$ cat config.mk
export PLATFORM = sky130hd
export DESIGN_NAME = apu_pwr_seq_flat
export DESIGN_NICKNAME = d
export VERILOG_FILES = /design/src/rtl/apu_pwr_seq_if.sv /design/src/rtl/apu_pwr_seq.sv /design/src/flat_wrapper.sv
export SDC_FILE = /design/constraint.sdc
export NUM_CORES = 1
export LEC_CHECK = 0
export ABC_AREA = 1
export CORE_MARGIN = 3
export CORE_UTILIZATION = 30
export DETAILED_ROUTE_END_ITERATION = 16
export PLACE_DENSITY = 0.56
export SYNTH_ARGS = -nofsm -noshare
export SYNTH_HDL_FRONTEND = slang
export SYNTH_SLANG_ARGS = --single-unit
$ cat constraint.sdc
create_clock -name osc -period 3 [get_ports osc]
set_input_delay 0.6 -clock osc [delete_from_list [all_inputs] [get_ports osc]]
set_output_delay 0.6 -clock osc [all_outputs]
set_load 0.005 [all_outputs]
$ cat src/rtl/apu_pwr_seq_if.sv
// apu_pwr_seq_if
//   Board-side signal bundle of the APU power sequencer. osc and rst are not
//   part of the bundle; they remain plain ports on the sequencer.
//   slave  : sequencer side (sleep/power-good/control in, enables/status out)
//   master : board/host side (drives the inputs, observes the outputs)
// Signals:
//   ctrl_signal      CPLD init done; low forces the sequencer to OFF
//   SLP_S5n/SLP_S3n  CPU sleep-state indications
//   *_PWRGD          rail power-good inputs
//   vrm_allow        board strap gating APU_VRM_EN
//   fault_clr        single-cycle pulse that clears FAULT
//   EN_1V5, VRS_ON, V1V8_EN, APU_VRM_EN   rail enables
//   DISCHARGE_S5n/S3n                     low = discharge active
//   sys_pwrgd, pwr_rstn                   CPU power-good and platform reset
//   state[2:0], fault, fault_code[3:0]    status readback
interface apu_pwr_seq_if;
  logic       ctrl_signal;
  logic       SLP_S5n;
  logic       SLP_S3n;
  logic       V3V3_ALW_PWRGD;
  logic       V1V5_PWRGD;
  logic       V1V8_PWRGD;
  logic       V1V_PWRGD;
  logic       APU_VDD_PWRGD;
  logic       vrm_allow;
  logic       fault_clr;
  logic       EN_1V5;
  logic       VRS_ON;
  logic       V1V8_EN;
  logic       APU_VRM_EN;
  logic       DISCHARGE_S5n;
  logic       DISCHARGE_S3n;
  logic       sys_pwrgd;
  logic       pwr_rstn;
  logic [2:0] state;
  logic       fault;
  logic [3:0] fault_code;

  modport slave (
    input  ctrl_signal, SLP_S5n, SLP_S3n, V3V3_ALW_PWRGD, V1V5_PWRGD,
           V1V8_PWRGD, V1V_PWRGD, APU_VDD_PWRGD, vrm_allow, fault_clr,
    output EN_1V5, VRS_ON, V1V8_EN, APU_VRM_EN, DISCHARGE_S5n, DISCHARGE_S3n,
           sys_pwrgd, pwr_rstn, state, fault, fault_code
  );

  modport master (
    output ctrl_signal, SLP_S5n, SLP_S3n, V3V3_ALW_PWRGD, V1V5_PWRGD,
           V1V8_PWRGD, V1V_PWRGD, APU_VDD_PWRGD, vrm_allow, fault_clr,
    input  EN_1V5, VRS_ON, V1V8_EN, APU_VRM_EN, DISCHARGE_S5n, DISCHARGE_S3n,
           sys_pwrgd, pwr_rstn, state, fault, fault_code
  );
endinterface

$ cat src/rtl/apu_pwr_seq.sv
// apu_pwr_seq
//   Registered power sequencer for the APU rails: OFF -> S5 -> S3 -> VRM ->
//   reset delay -> RUN, with per-stage power-good timeouts, a latched fault
//   code and platform reset release after RST_DLY cycles.
// Ports:
//   osc  sequencer clock (internal oscillator)
//   rst  asynchronous active-high reset
//   bus  apu_pwr_seq_if.slave: sleep/power-good/control inputs, rail enables,
//        discharge controls, sys_pwrgd, pwr_rstn and status readback
// Build option:
//   APU_PWR_RETRY_EN  when defined, FAULT auto-exits to OFF after RETRY_WAIT
//                     cycles, at most MAX_RETRY times in a row.
//
// state    | meaning
// ---------+-----------------------------------------------
// OFF      | all rails off, discharges active
// S5_EN    | 1V5 enabled, waiting for V1V5_PWRGD
// S5_OK    | S5 rails good, waiting for SLP_S3n
// S3_EN    | 1V8/VRS enabled, waiting for V1V8 and V1V good
// VRM_EN   | APU VRM enabled, waiting for APU_VDD_PWRGD
// RST_WAIT | all rails good, sys_pwrgd high, counting RST_DLY
// RUN      | platform reset released
// FAULT    | rails off, fault_code latched
module apu_pwr_seq #(
  parameter int STAGE_TMO  = 55600,
  parameter int RST_DLY    = 1112000,
  parameter int RETRY_WAIT = 5560000,
  parameter int MAX_RETRY  = 3
) (
  input  logic         osc,
  input  logic         rst,
  apu_pwr_seq_if.slave bus
);

  typedef enum logic [2:0] {
    OFF      = 3'd0,
    S5_EN    = 3'd1,
    S5_OK    = 3'd2,
    S3_EN    = 3'd3,
    VRM_EN   = 3'd4,
    RST_WAIT = 3'd5,
    RUN      = 3'd6,
    FAULT    = 3'd7
  } state_t;

  localparam int MAX_A   = (STAGE_TMO > RST_DLY) ? STAGE_TMO : RST_DLY;
  localparam int MAX_B   = (RETRY_WAIT > MAX_RETRY) ? RETRY_WAIT : MAX_RETRY;
  localparam int TMR_MAX = (MAX_A > MAX_B) ? MAX_A : MAX_B;
  localparam int TW      = (TMR_MAX > 2) ? $clog2(TMR_MAX) : 1;

  localparam logic [3:0] CODE_S5_TMO  = 4'd1;
  localparam logic [3:0] CODE_S3_TMO  = 4'd2;
  localparam logic [3:0] CODE_VRM_TMO = 4'd3;
  localparam logic [3:0] CODE_RUN_PG  = 4'd4;
  localparam logic [3:0] CODE_1V5_PG  = 4'd5;

  // Two-flop synchronizers for every asynchronous input.
  localparam int NS = 10;
  logic [NS-1:0] pin_raw;
  logic [NS-1:0] sync_a;
  logic [NS-1:0] sync_b;

  assign pin_raw = {bus.ctrl_signal, bus.SLP_S5n, bus.SLP_S3n, bus.V3V3_ALW_PWRGD,
                    bus.V1V5_PWRGD, bus.V1V8_PWRGD, bus.V1V_PWRGD,
                    bus.APU_VDD_PWRGD, bus.vrm_allow, bus.fault_clr};

  always_ff @(posedge osc or posedge rst) begin
    if (rst) begin
      sync_a <= '0;
      sync_b <= '0;
    end else begin
      sync_a <= pin_raw;
      sync_b <= sync_a;
    end
  end

  logic ctrl_s, s5_s, s3_s, pg3v3_s, pg1v5_s, pg1v8_s, pg1v_s, apu_s, vrm_s, clr_s;
  assign {ctrl_s, s5_s, s3_s, pg3v3_s, pg1v5_s, pg1v8_s, pg1v_s, apu_s, vrm_s, clr_s} = sync_b;

  state_t        st;
  state_t        st_nxt;
  logic [3:0]    code_nxt;
  logic [TW-1:0] tmr;
  logic          tmo_hit;
  logic          dly_hit;
  logic          rails_ok;
  logic          retry_go;

  assign tmo_hit  = (tmr == TW'(STAGE_TMO - 1));
  assign dly_hit  = (tmr == TW'(RST_DLY - 1));
  assign rails_ok = pg1v5_s && pg1v8_s && pg1v_s && apu_s;

`ifdef APU_PWR_RETRY_EN
  localparam int RW = (MAX_RETRY > 1) ? $clog2(MAX_RETRY + 1) : 1;
  logic [RW-1:0] retry_cnt;
  assign retry_go = (tmr == TW'(RETRY_WAIT - 1)) && (retry_cnt < RW'(MAX_RETRY));
`else
  assign retry_go = 1'b0;
`endif

  // Ordering inside the sequencing states encodes the priority: control and
  // sleep requests first (so a sleep request masks a coincident PG drop),
  // then rail drops, then timeouts, then progression. A power-good arriving
  // on the timeout cycle takes the progression branch.
  always_comb begin
    st_nxt   = st;
    code_nxt = 4'd0;
    case (st)
      OFF: begin
        if (ctrl_s && pg3v3_s && s5_s) st_nxt = S5_EN;
      end
      FAULT: begin
        if (clr_s || retry_go) st_nxt = OFF;
      end
      default: begin
        if (!ctrl_s || !s5_s) begin
          st_nxt = OFF;
        end else if (!s3_s && (st >= S3_EN)) begin
          st_nxt = S5_OK;
        end else begin
          case (st)
            S5_EN: begin
              if (pg1v5_s) st_nxt = S5_OK;
              else if (tmo_hit) begin
                st_nxt   = FAULT;
                code_nxt = CODE_S5_TMO;
              end
            end
            S5_OK: begin
              if (!pg1v5_s) begin
                st_nxt   = FAULT;
                code_nxt = CODE_1V5_PG;
              end else if (s3_s) st_nxt = S3_EN;
            end
            S3_EN: begin
              if (!pg1v5_s) begin
                st_nxt   = FAULT;
                code_nxt = CODE_1V5_PG;
              end else if (pg1v8_s && pg1v_s) st_nxt = VRM_EN;
              else if (tmo_hit) begin
                st_nxt   = FAULT;
                code_nxt = CODE_S3_TMO;
              end
            end
            VRM_EN: begin
              if (!pg1v5_s) begin
                st_nxt   = FAULT;
                code_nxt = CODE_1V5_PG;
              end else if (apu_s) st_nxt = RST_WAIT;
              else if (tmo_hit) begin
                st_nxt   = FAULT;
                code_nxt = CODE_VRM_TMO;
              end
            end
            RST_WAIT: begin
              if (!rails_ok) begin
                st_nxt   = FAULT;
                code_nxt = CODE_RUN_PG;
              end else if (dly_hit) st_nxt = RUN;
            end
            RUN: begin
              if (!rails_ok) begin
                st_nxt   = FAULT;
                code_nxt = CODE_RUN_PG;
              end
            end
            default: ;
          endcase
        end
      end
    endcase
  end

  // Outputs are registered from the next-state decode so they switch on the
  // same edge as the state register (pin edge to output = 3 osc edges).
  always_ff @(posedge osc or posedge rst) begin
    if (rst) begin
      st                <= OFF;
      tmr               <= '0;
      bus.EN_1V5        <= 1'b0;
      bus.VRS_ON        <= 1'b0;
      bus.V1V8_EN       <= 1'b0;
      bus.APU_VRM_EN    <= 1'b0;
      bus.DISCHARGE_S5n <= 1'b0;
      bus.DISCHARGE_S3n <= 1'b0;
      bus.sys_pwrgd     <= 1'b0;
      bus.pwr_rstn      <= 1'b0;
      bus.state         <= 3'd0;
      bus.fault         <= 1'b0;
      bus.fault_code    <= 4'd0;
`ifdef APU_PWR_RETRY_EN
      retry_cnt         <= '0;
`endif
    end else begin
      st  <= st_nxt;
      tmr <= (st_nxt != st) ? '0 : tmr + TW'(1);

      bus.EN_1V5        <= (st_nxt >= S5_EN)  && (st_nxt <= RUN);
      bus.DISCHARGE_S5n <= (st_nxt >= S5_EN)  && (st_nxt <= RUN);
      bus.VRS_ON        <= (st_nxt >= S3_EN)  && (st_nxt <= RUN);
      bus.V1V8_EN       <= (st_nxt >= S3_EN)  && (st_nxt <= RUN);
      bus.DISCHARGE_S3n <= (st_nxt >= S3_EN)  && (st_nxt <= RUN);
      bus.APU_VRM_EN    <= (st_nxt >= VRM_EN) && (st_nxt <= RUN) && vrm_s;
      bus.sys_pwrgd     <= (st_nxt == RST_WAIT) || (st_nxt == RUN);
      bus.pwr_rstn      <= (st_nxt == RUN);
      bus.state         <= st_nxt;
      bus.fault         <= (st_nxt == FAULT);

      if ((st != FAULT) && (st_nxt == FAULT)) bus.fault_code <= code_nxt;
      else if ((st == FAULT) && (st_nxt != FAULT)) bus.fault_code <= 4'd0;

`ifdef APU_PWR_RETRY_EN
      if ((st == FAULT) && clr_s) retry_cnt <= '0;
      else if ((st == FAULT) && (st_nxt == OFF)) retry_cnt <= retry_cnt + RW'(1);
      else if ((st != RUN) && (st_nxt == RUN)) retry_cnt <= '0;
`endif
    end
  end

endmodule

$ cat src/flat_wrapper.sv
// flat-port wrapper written by rule: the top's interface ports become plain ports
module apu_pwr_seq_flat 
#(
  parameter int STAGE_TMO  = 55600,
  parameter int RST_DLY    = 1112000,
  parameter int RETRY_WAIT = 5560000,
  parameter int MAX_RETRY  = 3
)
  (osc, rst, bus_ctrl_signal, bus_SLP_S5n, bus_SLP_S3n, bus_V3V3_ALW_PWRGD, bus_V1V5_PWRGD, bus_V1V8_PWRGD, bus_V1V_PWRGD, bus_APU_VDD_PWRGD, bus_vrm_allow, bus_fault_clr, bus_EN_1V5, bus_VRS_ON, bus_V1V8_EN, bus_APU_VRM_EN, bus_DISCHARGE_S5n, bus_DISCHARGE_S3n, bus_sys_pwrgd, bus_pwr_rstn, bus_state, bus_fault, bus_fault_code);
  apu_pwr_seq_if bus_i ();
  input  logic osc;
  input  logic rst;
  input wire logic [$bits(bus_i.ctrl_signal)-1:0] bus_ctrl_signal;
  input wire logic [$bits(bus_i.SLP_S5n)-1:0] bus_SLP_S5n;
  input wire logic [$bits(bus_i.SLP_S3n)-1:0] bus_SLP_S3n;
  input wire logic [$bits(bus_i.V3V3_ALW_PWRGD)-1:0] bus_V3V3_ALW_PWRGD;
  input wire logic [$bits(bus_i.V1V5_PWRGD)-1:0] bus_V1V5_PWRGD;
  input wire logic [$bits(bus_i.V1V8_PWRGD)-1:0] bus_V1V8_PWRGD;
  input wire logic [$bits(bus_i.V1V_PWRGD)-1:0] bus_V1V_PWRGD;
  input wire logic [$bits(bus_i.APU_VDD_PWRGD)-1:0] bus_APU_VDD_PWRGD;
  input wire logic [$bits(bus_i.vrm_allow)-1:0] bus_vrm_allow;
  input wire logic [$bits(bus_i.fault_clr)-1:0] bus_fault_clr;
  output wire logic [$bits(bus_i.EN_1V5)-1:0] bus_EN_1V5;
  output wire logic [$bits(bus_i.VRS_ON)-1:0] bus_VRS_ON;
  output wire logic [$bits(bus_i.V1V8_EN)-1:0] bus_V1V8_EN;
  output wire logic [$bits(bus_i.APU_VRM_EN)-1:0] bus_APU_VRM_EN;
  output wire logic [$bits(bus_i.DISCHARGE_S5n)-1:0] bus_DISCHARGE_S5n;
  output wire logic [$bits(bus_i.DISCHARGE_S3n)-1:0] bus_DISCHARGE_S3n;
  output wire logic [$bits(bus_i.sys_pwrgd)-1:0] bus_sys_pwrgd;
  output wire logic [$bits(bus_i.pwr_rstn)-1:0] bus_pwr_rstn;
  output wire logic [$bits(bus_i.state)-1:0] bus_state;
  output wire logic [$bits(bus_i.fault)-1:0] bus_fault;
  output wire logic [$bits(bus_i.fault_code)-1:0] bus_fault_code;
  assign bus_i.ctrl_signal = bus_ctrl_signal;
  assign bus_i.SLP_S5n = bus_SLP_S5n;
  assign bus_i.SLP_S3n = bus_SLP_S3n;
  assign bus_i.V3V3_ALW_PWRGD = bus_V3V3_ALW_PWRGD;
  assign bus_i.V1V5_PWRGD = bus_V1V5_PWRGD;
  assign bus_i.V1V8_PWRGD = bus_V1V8_PWRGD;
  assign bus_i.V1V_PWRGD = bus_V1V_PWRGD;
  assign bus_i.APU_VDD_PWRGD = bus_APU_VDD_PWRGD;
  assign bus_i.vrm_allow = bus_vrm_allow;
  assign bus_i.fault_clr = bus_fault_clr;
  assign bus_EN_1V5 = bus_i.EN_1V5;
  assign bus_VRS_ON = bus_i.VRS_ON;
  assign bus_V1V8_EN = bus_i.V1V8_EN;
  assign bus_APU_VRM_EN = bus_i.APU_VRM_EN;
  assign bus_DISCHARGE_S5n = bus_i.DISCHARGE_S5n;
  assign bus_DISCHARGE_S3n = bus_i.DISCHARGE_S3n;
  assign bus_sys_pwrgd = bus_i.sys_pwrgd;
  assign bus_pwr_rstn = bus_i.pwr_rstn;
  assign bus_state = bus_i.state;
  assign bus_fault = bus_i.fault;
  assign bus_fault_code = bus_i.fault_code;
  apu_pwr_seq #(.STAGE_TMO(STAGE_TMO), .RST_DLY(RST_DLY), .RETRY_WAIT(RETRY_WAIT), .MAX_RETRY(MAX_RETRY)) u_core (.osc(osc), .rst(rst), .bus(bus_i));
endmodule
Word-level counts from Yosys, hierarchy flattened:

Index checks and enable logic that the tools add are counted.

* magnitude comparators: 5
* equality and inequality tests: 15
* bitwise logic cells: 0
* mux-type cells: 34
* shift operators: 0
* divide/modulo/power cells: 0
* reductions and logical operators: 22
* add/sub/neg operators: 1
* multiply operators: 0

Operator list (number)
* 3-bit 2-to-1 mux: 17
* 4-bit 2-to-1 mux: 10
* 23-bit by 1-bit adder with 23-bit output (second input constant): 1
* 23-bit by 16-bit equality test with 1-bit output (second input constant): 1
* 23-bit by 21-bit equality test with 1-bit output (second input constant): 1
* 23-bit 2-to-1 mux: 1
* 3-bit equality test (second input constant): 7
* 4-bit case mux with 5 select lines: 1
* 3-bit case mux with 6 select lines: 1
* 1-bit logical AND: 13
* 3-bit by 2-bit equality test with 1-bit output (second input constant): 2
* 3-bit by 2-bit greater-or-equal comparator with 1-bit output (second input constant): 2
* 3-bit inequality test (second input constant): 2
* 3-bit case mux with 2 select lines: 1
* 2-bit 2-to-1 mux: 2
* 2-bit OR reduction: 2
* 3-bit by 1-bit equality test with 1-bit output (second input constant): 1
* 3-bit by 1-bit greater-or-equal comparator with 1-bit output (second input constant): 1
* 3-bit greater-or-equal comparator (second input constant): 1
* 3-bit less-or-equal comparator (second input constant): 1
* 1-bit zero test: 3
* 3-bit zero test: 1
* 3-bit inequality test: 1
* 1-bit logical OR: 2
* other kinds (2): 2

* memories kept: 0
* logic and storage cells: 88
* output and inout port bits: 16
* bits in read-only memories: 0
* bits in registers: 56
* latch bits: 0
* input bits: 12
* memory bits (writable): 0

Depth between registers and ports, before layout:

* word-level depth: 12
* depth in mapped cells: 19
* mapped depth without buffers: 19

Least setup slack after synthesis:

Ideal clock, no wire load.

* path kind: register -> register
* start: register u_core.tmr[0]
* end: register u_core.bus.fault_code[1] in the netlist's numbering
* path buffers: 0
* library setup time: 0.065 ns
* setup slack: 0.551 ns
* clock period less this slack: 2.449 ns
* arrival time: 2.385 ns
* stages on the path, launching flop included: 18
* data required time: 2.935 ns
* path through: dfrtp_1 ha_1 nand3_1 nor2_1 nand3_2 nand2_1 nand2_1 nand2_1 inv_1 nand2_1 nand2_1 nand2_2 nand2_2 nor3_1 ha_1 nand3b_1 a2111oi_0 a21o_1

* word-level cells in the longest chain between the ends: 11
* elaborated cells on any way between the ends: 30
* those cells by class: eq/ne: 4; mux: 23; reduce/logical: 3

Ends and longest elaborated chain
* start, declared: line apu_pwr_seq.sv:83 `logic [TW-1:0] tmr;`
* start signal, assigned: line apu_pwr_seq.sv:196 `tmr <= (st_nxt != st) ? '0 : tmr + TW'(1);`
* 23-bit by 16-bit equality test with 1-bit output: line apu_pwr_seq.sv:89 `assign tmo_hit = (tmr == TW'(STAGE_TMO - 1));`
* 3-bit 2-to-1 mux: line apu_pwr_seq.sv:124, apu_pwr_seq.sv:140, apu_pwr_seq.sv:150
* 3-bit 2-to-1 mux, on equally long branches: line apu_pwr_seq.sv:149, apu_pwr_seq.sv:139
* 3-bit 2-to-1 mux, on equally long branches: line apu_pwr_seq.sv:146, apu_pwr_seq.sv:136
* 3-bit case mux with 6 select lines: line apu_pwr_seq.sv:121 `case (st)`
* 3-bit 2-to-1 mux: line apu_pwr_seq.sv:118 `end else if (!s3_s && (st >= S3_EN)) begin`
* 3-bit 2-to-1 mux: line apu_pwr_seq.sv:116 `if (!ctrl_s || !s5_s) begin`
* 3-bit case mux with 2 select lines: line apu_pwr_seq.sv:108 `case (st)`
* 3-bit equality test / 3-bit inequality test (equally long branches): line apu_pwr_seq.sv:209, apu_pwr_seq.sv:210
* 1-bit logical AND, on equally long branches: line apu_pwr_seq.sv:209, apu_pwr_seq.sv:210
* 4-bit 2-to-1 mux / 2-bit nonzero test (equally long branches)
* end signal, assigned: line apu_pwr_seq.sv:209 `if ((st != FAULT) && (st_nxt == FAULT)) bus.fault_code <= code_nxt;`
* end, declared: line apu_pwr_seq_if.sv:43 `sys_pwrgd, pwr_rstn, state, fault, fault_code`

Parallel ways exist; a longest one is shown, timed or not.
A chain may end at the register's enable or synchronous reset.

Final worst setup path:

Ends and elaborated chain as after synthesis.

==> impl_metrics.env <==
export IMPL_vias_per_cell=4.45
export IMPL_worstPathRequired_ns=3.26
export IMPL_ys_seq_elements=55
export IMPL_synth_mux_area_frac=0
export IMPL_p_leak_nw=1.43
export IMPL_grt_pass1_vias=2079
export IMPL_cts_root_buf="clkbuf_8"
export IMPL_startpoint_type="register"
export IMPL_cts_tree="built"
export IMPL_min_period_over_period=0.884
export IMPL_synth_xor_area_share=0.0491
export IMPL_dpl_cell_count=472
export IMPL_p_per_area_nw_per_um2=667
export IMPL_drc=0
export IMPL_irDropWorstVdd_uv=362
export IMPL_hold_path_class="register to register"
export IMPL_dpl_hpwl_mm=4.18
export IMPL_fillers=929
export IMPL_post_cts_setup_buffers=0
export IMPL_finalHoldViolations=0
export IMPL_setup_violations_final=0
export IMPL_drt_first_pass_iters=5
export IMPL_postSynthCellCount=326
export IMPL_fmax_mhz=377
export IMPL_start_util=0.318
export IMPL_core_area_sq_um=8980
export IMPL_top_level_ports=28
export IMPL_hp_start="u_core.sync_a[8]$_DFF_PP0_"
export IMPL_clk_latency_ns=0.32
export IMPL_n_antenna_cell=0
export IMPL_skew_ns=0.00575
export IMPL_crit_arrival_ns=2.91
export IMPL_multi_input_area_sq_um=1260
export IMPL_syn_nets=340
export IMPL_cts_made_buffers=5
export IMPL_crit_buf_inv=1
export IMPL_worst_setup_path_type="register to register"
export IMPL_antenna_found_initial=0
export IMPL_worst_slew_pin_slew_ns=0.597
export IMPL_htreeDepth=2
export IMPL_synthAdderAreaFrac=0.00877
export IMPL_drv_slew=0
export IMPL_path_common_cell="nand2_1"
export IMPL_worst_setup_path_end_kind="register"
export IMPL_cts_path_max_buffers=2
export IMPL_period_needed_ns=2.65
export IMPL_gr_total_overflow=0
export IMPL_fin_cells=480
export IMPL_status="complete, no violations"
export IMPL_dieArea_sq_um=10700
export IMPL_vias=2134
export IMPL_path_max_fanout=8
export IMPL_rows=34
export IMPL_synthArstFlopShare=1.00
export IMPL_synth_top_family_by_area="simple AND/OR/NAND/NOR gates"
export IMPL_gp_congestion=0.813
export IMPL_final_nets=367
export IMPL_drive_above_1_share=0.181
export IMPL_die_y_um=104
export IMPL_grt_max_degree=30
export IMPL_dieWidth_um=104
export IMPL_slowest_stage="dfrtp_1"
export IMPL_cts_hold_buf=0
export IMPL_final_cell_mix="nand2_1, dfrtp_1, nor2_1"
export IMPL_area_growth_pct=16.7
export IMPL_first_iter_violations=105
export IMPL_clkTransAtPathRegs_ns=0.11
export IMPL_reg2reg_from="u_core.tmr[0]$_DFF_PP0_"
export IMPL_ys_types=33
export IMPL_max_stage_delay_ns=0.39
export IMPL_port_buffers=26
export IMPL_yosys_most_used_dff="dfrtp_1"
export IMPL_yosysWarnings=0
export IMPL_synth_compound_area_frac=0.0377
export IMPL_cap_violations=0
export IMPL_drt_wl_total_mm=5.57
export IMPL_grt_first_pass_wirelength_mm=9.76
export IMPL_synth_avg_cell_area_sq_um=8.75
export IMPL_synth_seq_area_share=0.482
export IMPL_ant_nets=0
export IMPL_post_drt_wl_per_cell_um=11.6
export IMPL_synth_edf_count=0
export IMPL_register_area_sq_um=1380
export IMPL_rsz0062_at_grt="false"
export IMPL_synth_top_area_frac=0.482
export IMPL_synth_top_area_cell="dfrtp_1"
export IMPL_crit_chain="ha_1 > nand2_1 > nor2_1 > nand2_1 > nor2_1 > nand2_1 > nand2_1 > nand2_1 > nand2_1 > inv_1 > nand2_1 > nand2_1 > nand2_2 > nand2_2 > nor3_2 > ha_1 > nand3b_1 > a2111oi_2 > a21o_1"
export IMPL_grt_usage=0.108
export IMPL_clock_sinks=55
export IMPL_synth_area_top_cells="dfrtp_1, nand2_1, nor3_2"
export IMPL_slew_headroom=0.601
export IMPL_synth_area_sq_um=2850
export IMPL_cp_startpoint="u_core.tmr[0]$_DFF_PP0_"
export IMPL_synth_simple_gate_area_frac=0.342
export IMPL_crit_family="simple AND/OR/NAND/NOR gates"
export IMPL_totalNegativeSetupSlack_ns=0
export IMPL_final_common_cell="nand2_1"
## synthesized netlist by cell type (all sizes together) (3+ instances only)
master  instances
nand3          20
nor3           29
buf             8
nor2           47
nand4           6
o21ai           9
inv            39
dfrtp          55
xor2           13
xnor2           3
nand2          80
## timing repair
action	in CTS	in global routing
hold endpoints to repair	0	0
endpoints found under the setup margin	0	1
gates resized for setup	0	3
## sequential cells by signal, summed over array words and instances, names as in the netlist
register	cells
u_core.bus.fault_code	3
u_core.bus.EN_1V5	1
u_core.bus.fault	1
u_core.bus.VRS_ON	1
u_core.sync_b	10
u_core.sync_a	10
u_core.tmr	23
u_core.bus.APU_VRM_EN	1
u_core.bus.sys_pwrgd	1
u_core.bus.state	3
u_core.bus.pwr_rstn	1
## area by class of cell
cell class                 instances  area share
clock buffer                       5      0.0207
clock inverter                     3     0.00826
inverter                          40      0.0451
multi-input combinational        223       0.379
sequential                        55       0.413
tap                              126      0.0473
timing repair buffer              28      0.0864
## power by group
part	leakage [nW]	switching (mW)	total (mW)	internal (mW)
clock network	0.0467	0.268	0.442	0.174
registers	0.715	0.0513	0.852	0.801
logic	0.667	0.643	0.927	0.284
total	1.43	0.963	2.22	1.26
## worst paths after layout
| kind | end | slack [ns] | cells past startpoint |
|---|---|---|---|
| setup / recovery | u_core.bus.fault_code[1]$_DFFE_PP0P_ | 0.35 | 19 |
| hold / removal | u_core.sync_b[8]$_DFF_PP0_ | 0.36 | 0 |
| setup reg to reg | u_core.bus.fault_code[1]$_DFFE_PP0P_ | 0.35 | 19 |
| hold reg to reg | u_core.sync_b[8]$_DFF_PP0_ | 0.36 | 0 |
| max in group asynchronous | u_core.tmr[11]$_DFF_PP0_ | 1.79 | 3 |
| min in group asynchronous | u_core.sync_a[3]$_DFF_PP0_ | 0.65 | 2 |
## per-layer routing
metal	wire length, um	vias to the layer above	global-route usage	part of all wire
li1	-	1086	-	-
met1	2840	999	0.155	0.51
met2	2430	43	0.163	0.44
met3	209	6	0.0205	0.038
met4	90	0	0.0418	0.016
met5	0	-	0	0
## stage by stage
step           area (sq um)  worst slack [ns]   util  power (mW)  hold slack, ns
6_report               3330             0.347  0.371        2.22           0.360
5_1_grt                3330            0.0589  0.371        2.38           0.368
4_1_cts                3320            0.0888  0.370        2.26           0.365
3_5_place_dp           3220             0.132  0.359        1.80           0.337
3_3_place_gp           3220             0.292  0.359        1.81           0.334
2_1_floorplan          2850             0.551      -        1.66           0.331
## logic make-up after synthesis
family | after synthesis
AO/OA/AOI/OAI | 18
XOR/XNOR | 16
adder cells (fa/ha/maj) | 2
buffers and inverters | 48
flip-flops | 55
other | 1
AND/OR/NAND/NOR | 186
(Power assumes the default switching activity.)
